### src/rtl/game_pkg.sv
// Shared game geometry defaults, counter sizing and the cheese FSM state type.
package game_pkg;

  localparam int POS_W        = 11;
  localparam int OBJ_W_DEF    = 20;
  localparam int OBJ_H_DEF    = 20;
  localparam int PLAYER_W_DEF = 32;
  localparam int PLAYER_H_DEF = 32;
  localparam int FRAME_CNT_W  = 16;

  typedef enum logic [1:0] {
    ST_REQ    = 2'd0,
    ST_LATCH  = 2'd1,
    ST_ACTIVE = 2'd2,
    ST_HIDDEN = 2'd3
  } cheese_state_e;

  // Position plus size, one bit wider so the far edge never wraps.
  function automatic logic [POS_W:0] far_edge(input logic [POS_W-1:0] pos,
                                              input logic [POS_W-1:0] size);
    return {1'b0, pos} + {1'b0, size};
  endfunction

endpackage

### src/rtl/pos_if.sv
// Screen position bundle (x, y) passed between the spawn generator and object logic.
interface pos_if;
  import game_pkg::*;

  logic [POS_W-1:0] x;
  logic [POS_W-1:0] y;

  modport in  (input  x, input  y);
  modport out (output x, output y);

endinterface

### src/rtl/rect_overlap.sv
// Combinational axis-aligned rectangle intersection; edges that only touch do not overlap.
module rect_overlap
  import game_pkg::*;
(
  input  logic [POS_W-1:0] a_x_i,
  input  logic [POS_W-1:0] a_y_i,
  input  logic [POS_W-1:0] a_w_i,
  input  logic [POS_W-1:0] a_h_i,
  input  logic [POS_W-1:0] b_x_i,
  input  logic [POS_W-1:0] b_y_i,
  input  logic [POS_W-1:0] b_w_i,
  input  logic [POS_W-1:0] b_h_i,
  output logic             overlap_o
);

  logic x_hit;
  logic y_hit;

  assign x_hit = ({1'b0, a_x_i} < far_edge(b_x_i, b_w_i)) &&
                 ({1'b0, b_x_i} < far_edge(a_x_i, a_w_i));
  assign y_hit = ({1'b0, a_y_i} < far_edge(b_y_i, b_h_i)) &&
                 ({1'b0, b_y_i} < far_edge(a_y_i, a_h_i));

  assign overlap_o = x_hit && y_hit;

endmodule

### src/rtl/cheese_collect.sv
// Cheese pickup controller: request a spawn position, show the cheese until the player
// touches it, then hide it for RESPAWN_FRAMES frames. Macro CHEESE_TIMEOUT_EN adds a
// respawn of an uncollected cheese after TIMEOUT_FRAMES frames.
module cheese_collect
  import game_pkg::*;
#(
  parameter int OBJ_W          = OBJ_W_DEF,
  parameter int OBJ_H          = OBJ_H_DEF,
  parameter int PLAYER_W       = PLAYER_W_DEF,
  parameter int PLAYER_H       = PLAYER_H_DEF,
  parameter int RESPAWN_FRAMES = 60,
  parameter int SCORE_W        = 8
`ifdef CHEESE_TIMEOUT_EN
  ,
  parameter int TIMEOUT_FRAMES = 600
`endif
) (
  input  logic               clk,
  input  logic               rst,
  pos_if.in                  pin,
  input  logic [POS_W-1:0]   player_x,
  input  logic [POS_W-1:0]   player_y,
  input  logic               frame_tick,
  output logic               rnd_generate,
  pos_if.out                 cheese,
  output logic               cheese_visible,
  output logic [SCORE_W-1:0] score,
  output logic               collected
);

  localparam logic [POS_W-1:0]       OBJ_W_V    = POS_W'(OBJ_W);
  localparam logic [POS_W-1:0]       OBJ_H_V    = POS_W'(OBJ_H);
  localparam logic [POS_W-1:0]       PLAYER_W_V = POS_W'(PLAYER_W);
  localparam logic [POS_W-1:0]       PLAYER_H_V = POS_W'(PLAYER_H);
  localparam logic [FRAME_CNT_W-1:0] RESPAWN_V  = FRAME_CNT_W'(RESPAWN_FRAMES);
  localparam logic [SCORE_W-1:0]     SCORE_MAX  = '1;
`ifdef CHEESE_TIMEOUT_EN
  localparam logic [FRAME_CNT_W-1:0] TIMEOUT_V  = FRAME_CNT_W'(TIMEOUT_FRAMES);
`endif

  cheese_state_e          state_q;
  logic [POS_W-1:0]       cheese_x_q;
  logic [POS_W-1:0]       cheese_y_q;
  logic                   rnd_q;
  logic                   visible_q;
  logic                   collected_q;
  logic [SCORE_W-1:0]     score_q;
  logic [SCORE_W-1:0]     score_d;
  logic [FRAME_CNT_W-1:0] frame_cnt_q;
  logic [FRAME_CNT_W-1:0] frame_cnt_d;
  logic                   overlap;
  logic                   respawn_due;

  rect_overlap u_overlap (
    .a_x_i     (player_x),
    .a_y_i     (player_y),
    .a_w_i     (PLAYER_W_V),
    .a_h_i     (PLAYER_H_V),
    .b_x_i     (cheese_x_q),
    .b_y_i     (cheese_y_q),
    .b_w_i     (OBJ_W_V),
    .b_h_i     (OBJ_H_V),
    .overlap_o (overlap)
  );

  assign score_d     = (score_q == SCORE_MAX) ? score_q : score_q + SCORE_W'(1);
  assign frame_cnt_d = frame_cnt_q + FRAME_CNT_W'(1);
  // A zero respawn delay leaves HIDDEN on the very next cycle, tick or not.
  assign respawn_due = (RESPAWN_V == '0) || (frame_tick && (frame_cnt_d == RESPAWN_V));

  always_ff @(posedge clk or posedge rst) begin
    if (rst) begin
      state_q     <= ST_REQ;
      cheese_x_q  <= '0;
      cheese_y_q  <= '0;
      rnd_q       <= 1'b0;
      visible_q   <= 1'b0;
      collected_q <= 1'b0;
      score_q     <= '0;
      frame_cnt_q <= '0;
    end else begin
      collected_q <= 1'b0;
      unique case (state_q)
        ST_REQ: begin
          // Entry from HIDDEN raises the request on the way in; out of reset it is raised here.
          if (rnd_q) begin
            rnd_q   <= 1'b0;
            state_q <= ST_LATCH;
          end else begin
            rnd_q <= 1'b1;
          end
        end
        ST_LATCH: begin
          cheese_x_q  <= pin.x;
          cheese_y_q  <= pin.y;
          visible_q   <= 1'b1;
          frame_cnt_q <= '0;
          state_q     <= ST_ACTIVE;
        end
        ST_ACTIVE: begin
          if (overlap) begin
            collected_q <= 1'b1;
            score_q     <= score_d;
            frame_cnt_q <= '0;
            visible_q   <= 1'b0;
            state_q     <= ST_HIDDEN;
          end
`ifdef CHEESE_TIMEOUT_EN
          else if (frame_tick) begin
            if (frame_cnt_d >= TIMEOUT_V) begin
              frame_cnt_q <= '0;
              visible_q   <= 1'b0;
              rnd_q       <= 1'b1;
              state_q     <= ST_REQ;
            end else begin
              frame_cnt_q <= frame_cnt_d;
            end
          end
`endif
        end
        ST_HIDDEN: begin
          if (respawn_due) begin
            frame_cnt_q <= '0;
            rnd_q       <= 1'b1;
            state_q     <= ST_REQ;
          end else if (frame_tick) begin
            frame_cnt_q <= frame_cnt_d;
          end
        end
        default: state_q <= ST_REQ;
      endcase
    end
  end

  assign rnd_generate   = rnd_q;
  assign cheese.x       = cheese_x_q;
  assign cheese.y       = cheese_y_q;
  assign cheese_visible = visible_q;
  assign score          = score_q;
  assign collected      = collected_q;

endmodule

### src/flat_wrapper.sv
// flat-port wrapper written by rule: the top's interface ports become plain ports
module cheese_collect_flat import game_pkg::*;
#(
  parameter int OBJ_W          = OBJ_W_DEF,
  parameter int OBJ_H          = OBJ_H_DEF,
  parameter int PLAYER_W       = PLAYER_W_DEF,
  parameter int PLAYER_H       = PLAYER_H_DEF,
  parameter int RESPAWN_FRAMES = 60,
  parameter int SCORE_W        = 8

)
  (clk, rst, player_x, player_y, frame_tick, rnd_generate, cheese_visible, score, collected, pin_x, pin_y, cheese_x, cheese_y);
  pos_if pin_i ();
  pos_if cheese_i ();
  input  logic clk;
  input  logic rst;
  input  logic [POS_W-1:0] player_x;
  input  logic [POS_W-1:0] player_y;
  input  logic frame_tick;
  output logic rnd_generate;
  output logic cheese_visible;
  output logic [SCORE_W-1:0] score;
  output logic collected;
  input wire logic [$bits(pin_i.x)-1:0] pin_x;
  input wire logic [$bits(pin_i.y)-1:0] pin_y;
  output wire logic [$bits(cheese_i.x)-1:0] cheese_x;
  output wire logic [$bits(cheese_i.y)-1:0] cheese_y;
  assign pin_i.x = pin_x;
  assign pin_i.y = pin_y;
  assign cheese_x = cheese_i.x;
  assign cheese_y = cheese_i.y;
  cheese_collect #(.OBJ_W(OBJ_W), .OBJ_H(OBJ_H), .PLAYER_W(PLAYER_W), .PLAYER_H(PLAYER_H), .RESPAWN_FRAMES(RESPAWN_FRAMES), .SCORE_W(SCORE_W)) u_core (.clk(clk), .rst(rst), .pin(pin_i), .player_x(player_x), .player_y(player_y), .frame_tick(frame_tick), .rnd_generate(rnd_generate), .cheese(cheese_i), .cheese_visible(cheese_visible), .score(score), .collected(collected));
endmodule
### config.mk
export PLATFORM = sky130hd
export DESIGN_NAME = cheese_collect_flat
export DESIGN_NICKNAME = d
export VERILOG_FILES = /design/src/rtl/game_pkg.sv /design/src/rtl/pos_if.sv /design/src/rtl/rect_overlap.sv /design/src/rtl/cheese_collect.sv /design/src/flat_wrapper.sv
export SDC_FILE = /design/constraint.sdc
export NUM_CORES = 1
export LEC_CHECK = 0
export ABC_AREA = 0
export CAP_MARGIN = 20
export CELL_PAD_IN_SITES_DETAIL_PLACEMENT = 1
export CELL_PAD_IN_SITES_GLOBAL_PLACEMENT = 1
export CORE_AREA = 2 2 99 101
export CTS_BUF_LIST = sky130_fd_sc_hd__clkbuf_4 sky130_fd_sc_hd__clkbuf_8
export DETAILED_ROUTE_END_ITERATION = 10
export DIE_AREA = 0 0 101 103
export MAX_ROUTING_LAYER = met4
export PLACE_DENSITY = 0.85
export RECOVER_POWER = 100
export SLEW_MARGIN = 20
export SYNTH_ARGS = -nofsm -noshare
export SYNTH_HDL_FRONTEND = slang
export SYNTH_SLANG_ARGS = --single-unit
### constraint.sdc
create_clock -name clk -period 5.2 [get_ports clk]
set_input_delay 1.04 -clock clk [delete_from_list [all_inputs] [get_ports clk]]
set_output_delay 1.04 -clock clk [all_outputs]
set_load 0.005 [all_outputs]
==> impl_metrics.py <==
metrics = {
    "critical_path": {
        "crit_path_max_incr_delay_ns": 0.63,
        "r2r_slack_ns": 1.40,
        "startpoint": "player_x[5]",
        "cp_cell_sequence": "dlygate4sd3_1 -> ha_1 -> and3_1 -> xnor2_1 -> ha_1 -> a21o_1 -> a21oi_1 -> a31oi_1 -> a311o_1 -> o41a_1 -> clkbuf_1 -> a211oi_1 -> o22ai_1",
        "critPathBufInv": 2,
        "crit_slowest_cell": "sky130_fd_sc_hd__dlygate4sd3_1",
        "critPathLaunchType": "input pin",
        "worstReg2RegStart": "u_core.cheese.y[2]$_DFFE_PP0P_",
        "timing.critical_path.arrival_ns": 4.66,
        "crit_cells": 13,
        "capture_point_of_the_worst_reg_to_reg_path": "u_core.frame_cnt_q[0]$_DFFE_PP0P_",
        "cp_common_cell": "sky130_fd_sc_hd__ha_1",
        "timing_worst_setup_path_type": "input pin to flip-flop",
        "cpLargestDelayFamily": "compound AO/OA/AOI/OAI gates",
        "critical_path.endpoint": "u_core.frame_cnt_q[2]$_DFFE_PP0P_",
        "number_of_cells_on_the_worst_reg_to_reg_path": 12,
        "data_required_time_at_the_worst_endpoint_ns": 5.39,
        "worstSetupEndpointType": "flip-flop",
        "critical_path.max_fanout": 10,
    },
    "logic_synthesis": {
        "synth.top_cells.by_count": "sky130_fd_sc_hd__dfrtp_1, sky130_fd_sc_hd__ha_1, sky130_fd_sc_hd__inv_1",
        "postSynthRegisterBits": 51,
        "synth.largest_area_cell": "sky130_fd_sc_hd__dfrtp_1",
        "synth-edff-count": 0,
        "synth_nets": 526,
        "yosysSeqAreaShare": 0.3201,
        "synth_warnings": 0,
        "ys_async_sr_fraction": 1.000,
        "post_synth_instance_area_mm2": 0.003988,
        "syn-instance-count": 428,
        "synth.distinct_cells": 54,
        "proportion_of_netlist_area_held_by_the_largest_area_contributor": 0.3201,
        "syn-mean-instance-area_um2": 9.317,
        "post_synth_top_flop": "sky130_fd_sc_hd__dfrtp_1",
        "ys_top_cells_by_area": "sky130_fd_sc_hd__dfrtp_1, sky130_fd_sc_hd__ha_1, sky130_fd_sc_hd__mux2_2",
    },
    "clocking": {
        "ctsLongestPathBuffers": 2,
        "clock_tree.root_cell": "sky130_fd_sc_hd__clkbuf_8",
        "cts_max_level": 2,
        "postCtsSetupBuffers": 0,
        "numCtsBuffers": 5,
        "cts_repair_resized_insts": 0,
        "tritoncts_clock_tree": "built",
        "clk_pin_slew_worst_paths_ns": 0.10,
        "cts_hold_repair.buffers": 0,
        "later_pin_clock_latency_in_the_skew_report_ns": 0.31,
        "clkSinkCount": 51,
    },
    "floorplanning": {
        "floorplan.io_pins": 80,
        "fp.dieH_um": 103,
        "die_w_um": 101,
        "core_mm2": 0.009459,
        "row_count": 36,
        "start_util": 0.4216,
        "die_area_mm2": 0.01040,
    },
    "detailed_routing": {
        "length_of_routed_wiring_on_met1_mm": 5.083,
        "detailroute.via_count": 3665,
        "detail-route-antenna-nets": 0,
        "remaining_drc_errors": 0,
        "detailedRoute.firstPassIterationCount": 4,
        "top_layer_used": "met4",
        "wl_met2_mm": 5.969,
        "drtIter0Drc": 146,
        "via_per_inst": 5.883,
        "wl_mm": 11.73,
        "detail_route.wl_per_cell_um": 18.82,
        "met3_length_um": 437,
    },
    "place": {
        "dpl_cell_area_mm2": 0.004922,
        "number_of_input_and_output_port_buffers_inserted": 79,
        "detailedPlacementHpwl_mm": 9.228,
        "dp_worst_setup_slack_ns": 0.5716,
        "globalplace.congestion": 0.8904,
    },
    "run": {
        "maxCapViolations": 2,
    },
    "timing": {
        "worst_slew_pin_slew_ns": 1.896,
        "final_period_minus_worst_setup_slack_ns": 4.460,
        "setup-violations-final": 0,
        "fin_tns_setup_ns": 0,
        "final_critical_path_setup_slack_ns": 0.7399,
        "worst_slew_margin_rel": -0.2643,
        "clock.fmax_mhz": 224.2,
        "fin_skew_ns": 0.002904,
        "timing.final.max_slew_violations": 61,
        "rsz0062_at_grt": "false",
        "post-route-period-util": 0.8577,
        "finalHoldViolations": 0,
    },
    "finish": {
        "diodes": 0,
        "syn_to_final_growth_pct": 25.13,
        "drive_gt1_frac": 0.06287,
        "num-nets-final": 606,
        "post-route-cell-area_mm2": 0.004990,
    },
    "pwr": {
        "p_leak_nw": 2.165,
        "intPower_w": 0.001332,
        "combinationalPowerShare": 0.599,
        "powerDensity_mw_per_mm2": 490.5,
        "power.share.clock": 0.107,
        "fraction_of_power_spent_switching_nets": 0.4557,
        "p_sw_w": 0.001115,
        "irDropWorstVdd_mv": 0.2129,
        "seqPwrFrac": 0.294,
    },
    "worst_hold_path": {
        "holdCritPathClass": "flip-flop to flip-flop",
    },
    "grt": {
        "grt_max_degree": 33,
        "first_global_vias": 3819,
        "groute.usage.overall": 0.2341,
        "antenna_found_initial": 0,
        "grt_first_pass_wirelength_mm": 18.91,
        "gr-total-overflow": 0,
    },
    "status": {
        "status": "finished, violations left",
        "violated_checks": "max-capacitance violations, max-slew violations",
    },
}
[state kept, by name (all words and copies together) (netlist names)]
signal / count
u_core.frame_cnt_q: 16
u_core.cheese.x: 11
u_core.cheese.y: 11
u_core.score: 8
u_core.state_q: 2
u_core.cheese_visible: 1
u_core.collected: 1
u_core.rnd_generate: 1
[routing by layer]
| metal | up-vias | GRT usage |
|---|---|---|
| li1 | 1737 | - |
| met1 | 1820 | 0.2870 |
| met2 | 87 | 0.4113 |
| met3 | 21 | 0.02644 |
| met4 | 0 | 0.06237 |
| met5 | - | - |
[placed cells by master, fill, tap and decap left out, drive strengths merged, types with 3 or more instances in the layout]
cell type	Yosys	routed
ha	51	51
dfrtp	51	51
clkdlybuf4s50	0	40
dlygate4sd3	0	39
inv	36	36
nand3	31	31
nand2	27	27
o21ai	21	21
mux2	20	20
nor2	17	17
a21oi	17	17
xnor2	15	15
xor2	13	13
a211oi	12	12
and3	11	11
nand4	9	9
o22ai	9	9
clkbuf	6	9
a21o	8	8
nand2b	7	7
or3	7	7
a31oi	7	7
a211o	5	5
o211ai	3	3
a32o	3	3
o2111ai	3	3
and4	3	3
nor3	3	3
o31ai	3	3
nor4	3	3
nor4b	3	3
[power by group through the flow]
stage / combinational, W / sequential, W / clock (W)
after global placement: 0.00142 / 0.000715 / 0
after CTS: 0.00154 / 0.000723 / 0.000268
after global routing: 0.00164 / 0.000742 / 0.000284
final: 0.00147 / 0.000719 / 0.000262
after detailed placement: 0.00153 / 0.000731 / 0
after floorplan: 0.000953 / 0.000684 / 0
[per-stage QoR]
| step | hold WS, ns | cells | utilization | power, W |
|---|---|---|---|---|
| final | 0.5066 | 623 | 0.5275 | 0.002448 |
| after detailed placement | 0.4917 | 615 | 0.5204 | 0.002259 |
| after floorplan | 0.4786 | 428 | - | 0.001637 |
| after global routing | 0.5325 | 623 | 0.5275 | 0.002671 |
| after global placement | 0.4863 | 614 | 0.5183 | 0.002134 |
| after CTS | 0.5138 | 623 | 0.5308 | 0.002528 |
[cell type report]
class / instances / area (um^2)
clock buffers: 6 / 82.58
flip-flops and latches: 51 / 1276
inverters: 36 / 135.1
fillers: 1095 / 4469
clock inverters: 2 / 16.27
well taps: 114 / 142.6
multi-input cells: 331 / 2527
repair buffers: 83 / 809.5
[logic make-up after synthesis]
group,share of synthesized area
adder cells (fa/ha/maj),0.1600
AO/OA/AOI/OAI,0.1785
flip-flops,0.3200
multiplexers,0.06244
AND/OR/NAND/NOR,0.1732
XOR/XNOR,0.06150
buffers and inverters,0.04424
[worst min path at each step]
stage | start | to | slack, ns | depth (start not counted)
floorplan | u_core.frame_cnt_q[15]$_DFFE_PP0P_ | u_core.frame_cnt_q[15]$_DFFE_PP0P_ | 0.48 | 2
global placement | u_core.cheese_visible$_DFFE_PP0P_ | u_core.cheese_visible$_DFFE_PP0P_ | 0.49 | 2
detailed placement | u_core.rnd_generate$_DFFE_PP0P_ | u_core.rnd_generate$_DFFE_PP0P_ | 0.49 | 1
CTS | u_core.rnd_generate$_DFFE_PP0P_ | u_core.rnd_generate$_DFFE_PP0P_ | 0.51 | 1
global route | u_core.rnd_generate$_DFFE_PP0P_ | u_core.rnd_generate$_DFFE_PP0P_ | 0.53 | 1
finish | u_core.rnd_generate$_DFFE_PP0P_ | u_core.rnd_generate$_DFFE_PP0P_ | 0.51 | 1
(Power assumes the default switching activity.)
